[config.mk]
export PLATFORM = sky130hd
export DESIGN_NAME = pipelined_norm_shifter
export DESIGN_NICKNAME = d
export VERILOG_FILES = /design/src/rtl/pipelined_norm_shifter.sv
export SDC_FILE = /design/constraint.sdc
export NUM_CORES = 1
export LEC_CHECK = 0
export CAP_MARGIN = 10
export CORE_MARGIN = 4
export CORE_UTILIZATION = 40
export CTS_BUF_LIST = sky130_fd_sc_hd__clkbuf_16
export DETAILED_ROUTE_END_ITERATION = 8
export GPL_TIMING_DRIVEN = 0
export SYNTH_ARGS = -nofsm -noshare
export SYNTH_HDL_FRONTEND = slang
export SYNTH_SLANG_ARGS = --single-unit
[constraint.sdc]
create_clock -name Clk -period 9.3 [get_ports Clk]
set_clock_uncertainty 0.05 [all_clocks]
set_input_delay 1.86 -clock Clk [delete_from_list [all_inputs] [get_ports Clk]]
set_output_delay 1.86 -clock Clk [all_outputs]
set_load 0.02 [all_outputs]
[src/rtl/pipelined_norm_shifter.sv]
// Two-stage valid/ready left shifter and normaliser for the FP add/sub path.
// Stage 1 picks the shift (explicit or leading-zero count), adjusts the
// exponent with a denormal clamp and flags zero/underflow. Stage 2 applies
// the shift with a logarithmic barrel shifter into the output registers.
// DataSize must be smaller than 2**ShiftBits so a shift of DataSize fits.
module pipelined_norm_shifter #(
  parameter int DataSize  = 25,
  parameter int ShiftBits = 5,
  parameter int ExpSize   = 8
) (
  input  logic                 Clk,
  input  logic                 Reset,
  input  logic                 InValid,
  output logic                 InReady,
  input  logic [DataSize-1:0]  Mantissa,
  input  logic [ExpSize-1:0]   Exponent,
  input  logic                 Mode,
  input  logic [ShiftBits-1:0] Shifts,
  output logic                 OutValid,
  input  logic                 OutReady,
  output logic [DataSize-1:0]  Aligned,
  output logic [ExpSize-1:0]   ExponentOut,
  output logic [ShiftBits-1:0] ShiftApplied,
  output logic                 Zero,
  output logic                 Underflow
);

  // Wide enough to compare and subtract shift amounts and exponents unsigned.
  localparam int CmpW = ((ExpSize > ShiftBits) ? ExpSize : ShiftBits) + 1;
  localparam logic [ShiftBits-1:0] FullShift = ShiftBits'(DataSize);

  // Leading-zero count; an all-zero word counts as DataSize.
  function automatic logic [ShiftBits-1:0] lzc(input logic [DataSize-1:0] v);
    logic [ShiftBits-1:0] n;
    n = FullShift;
    for (int i = 0; i < DataSize; i++) begin
      if (v[i]) n = ShiftBits'(DataSize - 1 - i);
    end
    return n;
  endfunction

  // Handshake
  logic s1_valid;
  logic s1_take;
  logic s2_take;

  assign s2_take = !OutValid || OutReady;
  assign s1_take = !s1_valid || s2_take;
  assign InReady = s1_take;

  // Stage-1 decision signals
  logic                 d_zero;
  logic                 d_uf;
  logic [ShiftBits-1:0] d_raw;
  logic [ShiftBits-1:0] d_shift;
  logic [ExpSize-1:0]   d_exp;

  // Stage-1 registers
  logic [DataSize-1:0]  s1_mant;
  logic [ShiftBits-1:0] s1_shift;
  logic [ExpSize-1:0]   s1_exp;
  logic                 s1_zero;
  logic                 s1_uf;

  // Choose the shift amount, adjusted exponent and flags for the incoming beat.
  always_comb begin
    // NOTE: every signal gets a default before any branch, so no path can leave a latch.
    d_zero  = (Mantissa == '0);
    d_raw   = Mode ? lzc(Mantissa) : Shifts;
    d_uf    = 1'b0;
    d_shift = '0;
    d_exp   = '0;
    if (!d_zero) begin
      d_uf = CmpW'(d_raw) > CmpW'(Exponent);
      if (Mode) begin
        // Normalising past the exponent floor yields a denormal: stop at Exponent.
        d_shift = d_uf ? ShiftBits'(Exponent) : d_raw;
      end else begin
        // Explicit shifts of DataSize or more flush the mantissa completely.
        d_shift = (CmpW'(d_raw) >= CmpW'(DataSize)) ? FullShift : d_raw;
      end
      if (!d_uf) d_exp = ExpSize'(CmpW'(Exponent) - CmpW'(d_shift));
    end
  end

  // Stage-1 valid flag advances whenever the stage can take a new beat.
  always_ff @(posedge Clk) begin
    // NOTE: sequential state uses non-blocking assignments so every register samples pre-edge values.
    if (Reset) begin
      s1_valid <= 1'b0;
    end else if (s1_take) begin
      s1_valid <= InValid;
    end
  end

  // Stage-1 payload capture on an accepted beat.
  always_ff @(posedge Clk) begin
    // NOTE: the payload is qualified by s1_valid, so it is deliberately left without reset.
    if (s1_take && InValid) begin
      s1_mant  <= Mantissa;
      s1_shift <= d_shift;
      s1_exp   <= d_exp;
      s1_zero  <= d_zero;
      s1_uf    <= d_uf;
    end
  end

  // Logarithmic barrel shifter: level k shifts by 2**k when bit k is set.
  logic [DataSize-1:0] lvl [ShiftBits+1];

  assign lvl[0] = s1_mant;

  for (genvar k = 0; k < ShiftBits; k++) begin : g_lvl
    localparam int Step = 1 << k;
    if (Step >= DataSize) begin : g_flush
      assign lvl[k+1] = s1_shift[k] ? '0 : lvl[k];
    end else begin : g_shift
      assign lvl[k+1] = s1_shift[k] ? {lvl[k][DataSize-1-Step:0], {Step{1'b0}}} : lvl[k];
    end
  end

  // Output registers: load the shifted result when stage 2 can advance, hold otherwise.
  always_ff @(posedge Clk) begin
    if (Reset) begin
      OutValid     <= 1'b0;
      Aligned      <= '0;
      ExponentOut  <= '0;
      ShiftApplied <= '0;
      Zero         <= 1'b0;
      Underflow    <= 1'b0;
    end else if (s2_take) begin
      OutValid <= s1_valid;
      if (s1_valid) begin
        Aligned      <= lvl[ShiftBits];
        ExponentOut  <= s1_exp;
        ShiftApplied <= s1_shift;
        Zero         <= s1_zero;
        Underflow    <= s1_uf;
      end
    end
  end

endmodule

==> results of run 1 <==
-- metrics by stage --
stage	instance area [µm²]	setup slack, ns	std cells
6_report	6050	2.92	717
5_1_grt	6050	2.58	717
4_1_cts	6050	2.85	717
3_5_place_dp	5780	2.52	701
3_3_place_gp	5770	2.63	701
2_1_floorplan	4770	3.62	476
-- power by group through the flow --
| stage | combinational (mW) | clock [mW] | sequential (mW) |
|---|---|---|---|
| after CTS | 0.211 | 0.332 | 0.417 |
| final | 0.211 | 0.327 | 0.416 |
| after detailed placement | 0.210 | 0 | 0.424 |
| after global placement | 0.207 | 0 | 0.424 |
| after global routing | 0.232 | 0.350 | 0.419 |
| after floorplan | 0.125 | 0 | 0.431 |
-- routing by layer --
layer	GRT usage (%)	vias up	share of wire (%)	routed length [µm]
met3	3.50	11	4.9	575
met5	0	-	0	0
met1	25.3	1893	49	5740
met4	5.58	0	1.3	158
met2	28.2	100	45	5330
li1	-	1965	-	-
-- final timing paths --
check / slack [ns] / to / from
min: 0.40 / ExponentOut[7] / ExponentOut[7]
max: 2.92 / s1_exp[7] / Mantissa[18]
max reg2reg: 6.98 / Aligned[7] / s1_shift[0]
min reg2reg: 0.40 / ExponentOut[7] / ExponentOut[7]
-- cells in the final DEF, fill, tap and decap left out, types with 4 or more instances in the layout --
| master | count |
|---|---|
| clkdlybuf4s50_1 | 82 |
| nor2_1 | 57 |
| nand2_1 | 45 |
| a21oi_1 | 43 |
| dfxtp_1 | 42 |
| edfxtp_1 | 40 |
| mux2i_1 | 26 |
| inv_1 | 18 |
| clkbuf_1 | 18 |
| mux4_2 | 15 |
| a22oi_1 | 14 |
| o21ai_0 | 11 |
| a211oi_1 | 10 |
| nor2b_1 | 9 |
| ha_1 | 9 |
| clkbuf_16 | 9 |
| nand2b_1 | 8 |
| nand3_1 | 7 |
| mux2_2 | 7 |
| buf_2 | 5 |
| nor3_1 | 5 |
| o211ai_1 | 5 |
| or3_1 | 5 |
| a222oi_1 | 5 |
| nor4_4 | 4 |
| xnor2_1 | 4 |
-- kinds of logic after synthesis --
family          synth area share, %
compound gates                 18.0
xor+xnor                      0.734
fa+ha+maj                      2.78
buf+inv                        3.98
flops                          42.8
mux                            14.2
simple gates                   17.6
-- worst max-delay path, delay by kind of cell --
kind / cells / cell delay (ns)
AO/OA/AOI/OAI: 10 / 2.28
adder cells (fa/ha/maj): 2 / 0.57
multiplexers: 1 / 0.39
AND/OR/NAND/NOR: 4 / 0.84
buffers and inverters: 1 / 0.54
-- area by class of cell --
cell class                 count  area (µm²)  share of cell area [%]
buffer                        28         123                    2.03
tap                          143         179                    2.96
clock inverter                 7        52.6                   0.868
sequential                    82        2040                    33.7
inverter                      18        67.6                    1.12
multi-input combinational    348        2540                    42.0
clock buffer                   9         225                    3.72
timing repair buffer          82         821                    13.6
-- registers in the layout, indices dropped and copies added, names as in the netlist --
| name | cells |
|---|---|
| s1_exp | 8 |
| s1_zero | 1 |
| s1_mant | 25 |
| s1_shift | 5 |
| Zero | 1 |
| ExponentOut | 8 |
| s1_valid | 1 |
| s1_uf | 1 |
| OutValid | 1 |
| Underflow | 1 |
| ShiftApplied | 5 |
| Aligned | 25 |
==> flow_metrics.py, run 1 <==
metrics = {
    "synthesis": {
        "synthFlopType": "dfxtp_1",
        "synth_edf_count": 40,
        "synthTopCellsByArea": "edfxtp_1 25%, dfxtp_1 18%, mux4_2 7.1%",
        "synth_cell_types": 66,
        "syn_avg_cell_area_um2": 10.0,
        "synth_seq_cells": 82,
        "yosysMostFrequentCell": "nor2_1",
        "synth_async_sr_flop_share_pct": 0,
        "ys_seq_area_share_pct": 42.8,
        "yosysWarnings": 0,
        "postSynthCellCount": 476,
        "syn-num-nets": 529,
        "syn_area_um2": 4770,
        "synthTopCellsByCount": "57 x nor2_1, 45 x nand2_1, 43 x a21oi_1, 42 x dfxtp_1, 40 x edfxtp_1",
        "yosysTopAreaCellShare_pct": 25.2,
        "synth_top_cell_by_area": "edfxtp_1",
    },
    "sta": {
        "finalSetupViolCount": 0,
        "finalSetupTns_ns": 0,
        "timing.hold.ws_ns": 0.404,
        "finalCritPeriodShare_pct": 68.6,
        "relSlewSlack_pct": 41.3,
        "worst_pin_slew_ns": 0.880,
        "finalMaxSlewViolations": 0,
        "hold_viol_final": 0,
        "min_period_ns": 6.38,
        "fmax_mhz": 157,
        "rsz0062_at_grt": "no",
    },
    "clock_tree": {
        "clock_latency_ns": 0.33,
        "htreeDepth": 3,
        "cts_tree": "yes",
        "cts_hold_buf": 0,
        "cts.sinks": 82,
        "cts.clk_slew.worst_paths_ns": 0.06,
        "cts_resized": 0,
        "cts_root_buf": "clkbuf_16",
        "clk_path_buf_depth": 2,
        "cts_setup_buffers": 0,
        "tritoncts.num_buffers": 9,
    },
    "global_route": {
        "grt_use_total_pct": 18.0,
        "overflow": 0,
        "grt_pass1_vias": 3962,
        "antenna_found_initial": 0,
        "grt_max_degree": 41,
        "grt_first_pass_wirelength_um": 19700,
    },
    "min_path": {
        "hp-class": "reg -> reg",
        "hold_depth": 2,
    },
    "floorplan": {
        "start_util_pct": 41.3,
        "rows": 39,
        "die_area_um2": 13700,
        "placeableCoreArea_um2": 11600,
        "dieWidth_um": 117,
        "die_h_um": 117,
        "floorplan.io_pins": 85,
    },
    "critical_path": {
        "slowest_stage": "or4_1",
        "crit_path_cell_trace": "clkdlybuf4s50_1, or4_1, o211ai_2, a31o_4, nand2_2, ha_1, nand3_1, o21bai_1, a21oi_2, mux2_2, a21oi_1, ha_1, a21oi_1, nor2_1, o21ai_2, a22oi_4, a2111o_1, o311ai_2",
        "crit_fanout": 10,
        "reg2regPathDepth": 9,
        "critical_path_class": "in -> reg",
        "cpPeakStageDelay_ns": 0.58,
        "cp-end-kind": "flip-flop",
        "start_kind": "primary input",
        "cp_data_arrival_time_ns": 6.47,
        "critPathRequiredTime_ns": 9.39,
    },
    "drt": {
        "drt_iter0_drc": 274,
        "dr.pass1.iters": 4,
        "drc": 0,
        "ant_nets": 0,
        "finalWirelength_um": 11800,
        "avgRoutedWirePerCell_um": 16.5,
        "num_vias": 3969,
        "viasPerCell": 5.54,
    },
    "power": {
        "p_switching_uw": 273,
        "leakage_nw": 2.20,
        "internal_power_uw": 681,
        "power.density_nw_per_um2": 158,
        "clockPowerShare_pct": 34.3,
        "power_uw": 954,
        "combPwrFrac_pct": 22.1,
        "ir_worst_vdd_v": 0.0000694,
        "swShare_pct": 28.6,
        "seq_power_share_pct": 43.6,
    },
    "final_layout": {
        "final_layout_size_suffix_gt1_share_pct": 12.0,
        "nFillCells": 1086,
        "nets": 622,
        "n_antenna_cell": 0,
        "fin_util_pct": 52.3,
        "area_growth_pct": 26.8,
    },
    "placement": {
        "port_buffers": 82,
        "dp_hpwl_um": 9360,
        "routabilityCongestion": 0.914,
    },
    "job": {
        "drv_cap": 0,
    },
    "status": {
        "status": "finished, final reports clean",
    },
}
(Power assumes the default switching activity.)
==> run 2: changes to the inputs <==
--- a/config.mk
+++ b/config.mk
@@ -11,6 +11,7 @@
 export CTS_BUF_LIST = sky130_fd_sc_hd__clkbuf_16
 export DETAILED_ROUTE_END_ITERATION = 8
 export GPL_TIMING_DRIVEN = 0
+export PLACE_DENSITY = 0.66
 export SYNTH_ARGS = -nofsm -noshare
 export SYNTH_HDL_FRONTEND = slang
 export SYNTH_SLANG_ARGS = --single-unit
==> constraint.sdc (replaced) <==
create_clock -name Clk -period 5.4 [get_ports Clk]
set_clock_uncertainty 0.05 [all_clocks]
set_input_delay 1.08 -clock Clk [delete_from_list [all_inputs] [get_ports Clk]]
set_output_delay 1.08 -clock Clk [all_outputs]
set_load 0.02 [all_outputs]
==> run 2 against run 1 <==
  * Power up 82%
  * Final area up 1.7%
  * Flip-flop and latch count unchanged
  * Register-to-register slack worse by 3.9 ns
  * Via count up 1.1%
  * Clock power up 100%
  * First-iteration DRC count up 18%
  * Count of clock-buffer cells in the layout up 1
  * Critical path depth down 1
  * Die area unchanged
==> flow_metrics.py, run 2 (same netlist as run 1, synthesis figures left out) <==
metrics = {
    "placement": {
        "dp_hpwl_um": 9370,
        "port_buffers": 82,
        "dpl-instance-area_um2": 5780,
        "routabilityCongestion": 0.899,
    },
    "status": {
        "status": "finished, final reports clean",
    },
    "power": {
        "clockPowerShare_pct": 37.7,
        "combPwrFrac_pct": 21.1,
        "swShare_pct": 25.8,
        "power_mw": 1.74,
        "internal_power_mw": 1.29,
        "seq_power_share_pct": 41.3,
        "power.density_nw_per_um2": 282,
        "leakage_nw": 2.27,
        "p_switching_uw": 449,
        "ir_worst_vdd_v": 0.000174,
    },
    "floorplan": {
        "dieWidth_um": 117,
        "placeableCoreArea_um2": 11600,
        "start_util_pct": 41.3,
        "floorplan.io_pins": 85,
        "die_h_um": 117,
        "rows": 39,
        "die_area_um2": 13700,
    },
    "drt": {
        "drt_iter0_drc": 323,
        "avgRoutedWirePerCell_um": 16.4,
        "dr.pass1.iters": 5,
        "drc": 0,
        "num_vias": 4013,
        "finalWirelength_um": 11800,
        "ant_nets": 0,
        "viasPerCell": 5.58,
    },
    "final_layout": {
        "n_antenna_cell": 0,
        "nets": 624,
        "final_cell_mix": "80 x clkdlybuf4s50_1, 57 x nor2_1, 45 x nand2_1",
        "final_common_cell": "clkdlybuf4s50_1",
        "area_growth_pct": 28.9,
        "nFillCells": 1048,
        "final_layout_size_suffix_gt1_share_pct": 13.0,
        "fin_util_pct": 53.2,
        "top_regs": "Aligned x25, s1_mant x25",
        "final_area_um2": 6150,
    },
    "clock_tree": {
        "cts.clk_slew.worst_paths_ns": 0.06,
        "cts.sinks": 82,
        "tritoncts.num_buffers": 9,
        "htreeDepth": 3,
        "cts_tree": "yes",
        "cts_root_buf": "clkbuf_16",
        "clock_latency_ns": 0.33,
        "clk_path_buf_depth": 2,
    },
    "global_route": {
        "grt_pass1_vias": 3921,
        "overflow": 0,
        "grt_use_total_pct": 17.8,
        "grt_max_degree": 41,
        "grt_first_pass_wirelength_um": 19200,
        "antenna_found_initial": 0,
    },
    "sta": {
        "rsz0062_at_grt": "no",
        "finalSetupViolCount": 0,
        "relSlewSlack_pct": 42.3,
        "timing.hold.ws_ns": 0.403,
        "fmax_mhz": 192,
        "hold_viol_final": 0,
        "finalSetupTns_ns": 0,
        "finalCritPeriodShare_pct": 96.3,
        "finalMaxSlewViolations": 0,
        "min_period_ns": 5.20,
        "worst_pin_slew_ns": 0.865,
    },
    "critical_path": {
        "r2r-start": "s1_shift[0]",
        "crit_fanout": 6,
        "crit_path_cell_trace": "clkdlybuf4s50_1, o41ai_1, a31o_4, nand2_2, ha_1, nand3_1, o21bai_1, a21oi_4, mux2_2, a21oi_2, ha_1, a21oi_2, nor2_1, o21ai_2, a22oi_4, a2111o_1, o311ai_2",
        "start_kind": "primary input",
        "reg2regPathDepth": 9,
        "slowest_stage": "o41ai_1",
        "critPathRequiredTime_ns": 5.48,
        "cpPeakStageDelay_ns": 0.65,
        "worstSetupStartpoint": "Mantissa[3]",
        "critical-path-top-delay-family": "compound AO/OA/AOI/OAI gates",
        "critical_path_class": "in -> reg",
        "worst-path-buf-inv": 1,
        "cp-end-kind": "flip-flop",
        "path_depth": 17,
        "cp_data_arrival_time_ns": 5.28,
    },
    "job": {
        "drv_cap": 0,
    },
    "min_path": {
        "hold_depth": 2,
        "hp-class": "reg -> reg",
        "hp-start": "ShiftApplied[4]",
    },
}
-- run 2: final timing paths --
kind | to | slack [ns]
worst min register to register | ShiftApplied[4] | 0.40
worst max register to register | Aligned[7] | 3.13
worst max-delay path | s1_exp[7] | 0.20
worst min-delay path | ShiftApplied[4] | 0.40
-- run 2: repair_timing --
item                                    4_1_cts  5_1_grt
resized for setup                             3        7
buffers inserted                              0        2
pin swaps                                     1        1
endpoints found under the setup margin        2        4
hold buffers                                  0        0
-- run 2: stage by stage --
stage	instances	worst slack (ns)
global placement	701	-0.447
floorplan	476	0.500
detailed placement	701	-0.551
finish	719	0.198
CTS	717	0.0111
global route	719	0.00707
-- run 2: metal layers --
| metal | up-vias | wire (µm) | GRT usage, % |
|---|---|---|---|
| met1 | 1868 | 5430 | 23.5 |
| met3 | 19 | 651 | 3.86 |
| met2 | 155 | 5450 | 28.2 |
| met4 | 0 | 267 | 7.57 |
| met5 | - | 0 | 0 |
| li1 | 1971 | - | - |
-- run 2: cell type report --
cell class | count | area [µm²] | area share, %
buffer | 28 | 123 | 1.99
timing repair buffer | 84 | 841 | 13.7
tap | 143 | 179 | 2.91
sequential | 82 | 2040 | 33.2
clock inverter | 6 | 78.8 | 1.28
inverter | 18 | 67.6 | 1.10
multi-input combinational | 348 | 2570 | 41.8
clock buffer | 10 | 250 | 4.07
-- run 2: power by group through the flow --
stage          sequential [mW]  combinational (mW)  clock, mW
2_1_floorplan            0.742               0.215          0
3_3_place_gp             0.730               0.352          0
3_5_place_dp             0.730               0.360          0
4_1_cts                  0.717               0.364      0.667
5_1_grt                  0.721               0.402      0.702
6_report                 0.717               0.367      0.655
-- run 2: worst reg2reg max path: cells and delay by family (launching register included) --
| kind | cells | cell delay, ns |
|---|---|---|
| buffers and inverters | 3 | 0.70 |
| AO/OA/AOI/OAI | 3 | 0.49 |
| AND/OR/NAND/NOR | 2 | 0.39 |
| flip-flops | 1 | 0.32 |
| multiplexers | 1 | 0.25 |
==> run 3: changes to the inputs <==
--- a/config.mk
+++ b/config.mk
@@ -7,11 +7,12 @@
 export LEC_CHECK = 0
 export CAP_MARGIN = 10
 export CORE_MARGIN = 4
-export CORE_UTILIZATION = 40
+export CORE_UTILIZATION = 36
 export CTS_BUF_LIST = sky130_fd_sc_hd__clkbuf_16
 export DETAILED_ROUTE_END_ITERATION = 8
+export GPL_ROUTABILITY_DRIVEN = 0
 export GPL_TIMING_DRIVEN = 0
-export PLACE_DENSITY = 0.66
+export PLACE_DENSITY = 0.57
 export SYNTH_ARGS = -nofsm -noshare
 export SYNTH_HDL_FRONTEND = slang
 export SYNTH_SLANG_ARGS = --single-unit
==> run 3 against run 2 <==
  * Final area decreased by 0.75%
  * Flip-flop and latch count unchanged
  * Utilization decreased by 5.6 points
  * Die area increased by 10%
  * Power decreased by 6.1%
  * Critical endpoint is now s1_exp[6]
  * Largest cell class unchanged
  * Highest routed layer unchanged
==> flow_metrics.py, run 3 (same netlist as run 1, synthesis figures left out) <==
metrics = {
    "final_layout": {
        "area_growth_pct": 27.9,
        "final_cell_mix": "82 x clkdlybuf4s50_1, 57 x nor2_1, 45 x nand2_1",
        "fin_util_pct": 47.6,
        "final_layout_size_suffix_gt1_share_pct": 12.7,
        "final_area_um2": 6110,
        "final_common_cell": "clkdlybuf4s50_1",
        "nets": 623,
        "n_antenna_cell": 0,
        "top_regs": "Aligned x25, s1_mant x25",
    },
    "drt": {
        "ant_nets": 0,
        "num_vias": 3918,
        "finalWirelength_um": 11900,
        "drt_iter0_drc": 291,
        "avgRoutedWirePerCell_um": 16.0,
        "viasPerCell": 5.24,
        "dr.pass1.iters": 5,
        "drc": 0,
    },
    "placement": {
        "port_buffers": 82,
        "dp_hpwl_um": 9480,
        "dpl-instance-area_um2": 5810,
        "place_worst_setup_slack_ns": -0.511,
    },
    "clock_tree": {
        "cts_root_buf": "clkbuf_16",
        "htreeDepth": 3,
        "tritoncts.num_buffers": 9,
        "clk_path_buf_depth": 2,
        "cts.sinks": 82,
        "cts_hold_buf": 0,
        "clock_latency_ns": 0.34,
        "cts.clk_slew.worst_paths_ns": 0.06,
        "cts_tree": "yes",
    },
    "global_route": {
        "grt_max_degree": 41,
        "grt_pass1_vias": 3832,
        "grt_use_total_pct": 16.3,
        "overflow": 0,
        "antenna_found_initial": 0,
        "grt_first_pass_wirelength_um": 19500,
    },
    "floorplan": {
        "start_util_pct": 37.2,
        "rows": 41,
        "die_h_um": 123,
        "floorplan.io_pins": 85,
        "die_area_um2": 15200,
        "dieWidth_um": 123,
        "placeableCoreArea_um2": 12800,
    },
    "sta": {
        "finalMaxSlewViolations": 0,
        "finalSetupViolCount": 0,
        "worst_pin_slew_ns": 0.883,
        "fmax_mhz": 197,
        "fin_ws_ns": 0.325,
        "relSlewSlack_pct": 41.2,
        "hold_viol_final": 0,
        "min_period_ns": 5.08,
        "finalCritPeriodShare_pct": 94.0,
        "finalSetupTns_ns": 0,
    },
    "power": {
        "power.density_nw_per_um2": 267,
        "ir_worst_vdd_v": 0.000160,
        "leakage_nw": 2.20,
    },
    "critical_path": {
        "cp-end-kind": "flip-flop",
        "critPathRequiredTime_ns": 5.53,
        "slowest_stage": "clkdlybuf4s50_1",
        "path_common_cell": "a21oi_1",
        "crit_fanout": 9,
        "cp_data_arrival_time_ns": 5.21,
        "cpPeakStageDelay_ns": 0.49,
        "critical-path-top-delay-family": "compound AO/OA/AOI/OAI gates",
        "critical_path_class": "in -> reg",
        "worst-path-buf-inv": 3,
        "crit_path_cell_trace": "clkdlybuf4s50_1, nor4_2, nand3_1, a31oi_1, a21o_1, ha_1, a21o_1, a21oi_1, a21oi_2, buf_4, nand2_1, o21ai_0, a21oi_1, ha_1, inv_1, fa_1, o211ai_1, nand4_1, a21oi_1, mux2i_1",
        "start_kind": "primary input",
    },
    "job": {
        "drv_cap": 0,
    },
    "min_path": {
        "hp-class": "reg -> reg",
    },
    "status": {
        "status": "finished, final reports clean",
    },
}
[run 3: report_power, final]
| part | total (mW) | internal [mW] | switching (mW) |
|---|---|---|---|
| sequential | 0.718 | 0.696 | 0.0221 |
| combinational | 0.363 | 0.165 | 0.198 |
| clock | 0.551 | 0.309 | 0.242 |
[run 3: cell type report]
cell class,instances,area (µm²)
clock inverter,7,45.0
tap,172,215
fill,1273,6720
buffer,28,123
inverter,18,67.6
clock buffer,9,225
sequential,82,2040
timing repair buffer,83,828
multi-input combinational,348,2560
[run 3: final timing paths]
| kind | start | to | slack (ns) | cells after the start |
|---|---|---|---|---|
| worst max register to register | s1_shift[1] | Aligned[14] | 3.15 | 8 |
| worst min register to register | ShiftApplied[4] | ShiftApplied[4] | 0.40 | 2 |
| worst max-delay path | Mantissa[8] | s1_exp[6] | 0.32 | 20 |
| worst min-delay path | ShiftApplied[4] | ShiftApplied[4] | 0.40 | 2 |
[run 3: repair_timing]
item,4_1_cts,5_1_grt
gates resized for setup,0,5
setup endpoints to repair,2,5
setup buffers,1,0
[run 3: metrics by stage]
step                instances  total power [mW]  hold WS, ns
floorplan                 476             0.957        0.421
finish                    747              1.63        0.405
detailed placement        730              1.09        0.398
global placement          730              1.09        0.398
global route              747              1.71        0.425
CTS                       747              1.64        0.407
[run 3: worst register-to-register path, delay by kind of cell, from the launching register on]
| kind | cells | cell delay (ns) |
|---|---|---|
| flip-flops | 1 | 0.39 |
| multiplexers | 2 | 0.55 |
| AO/OA/AOI/OAI | 2 | 0.38 |
| AND/OR/NAND/NOR | 2 | 0.19 |
| buffers and inverters | 2 | 0.58 |
[run 3: metal layers]
| layer | wire length (µm) | track usage, % | part of all wire [%] |
|---|---|---|---|
| met4 | 174 | 5.19 | 1.5 |
| met2 | 5450 | 26.0 | 46 |
| met1 | 5680 | 22.5 | 48 |
| met5 | 0 | 0 | 0 |
| met3 | 609 | 3.06 | 5.1 |
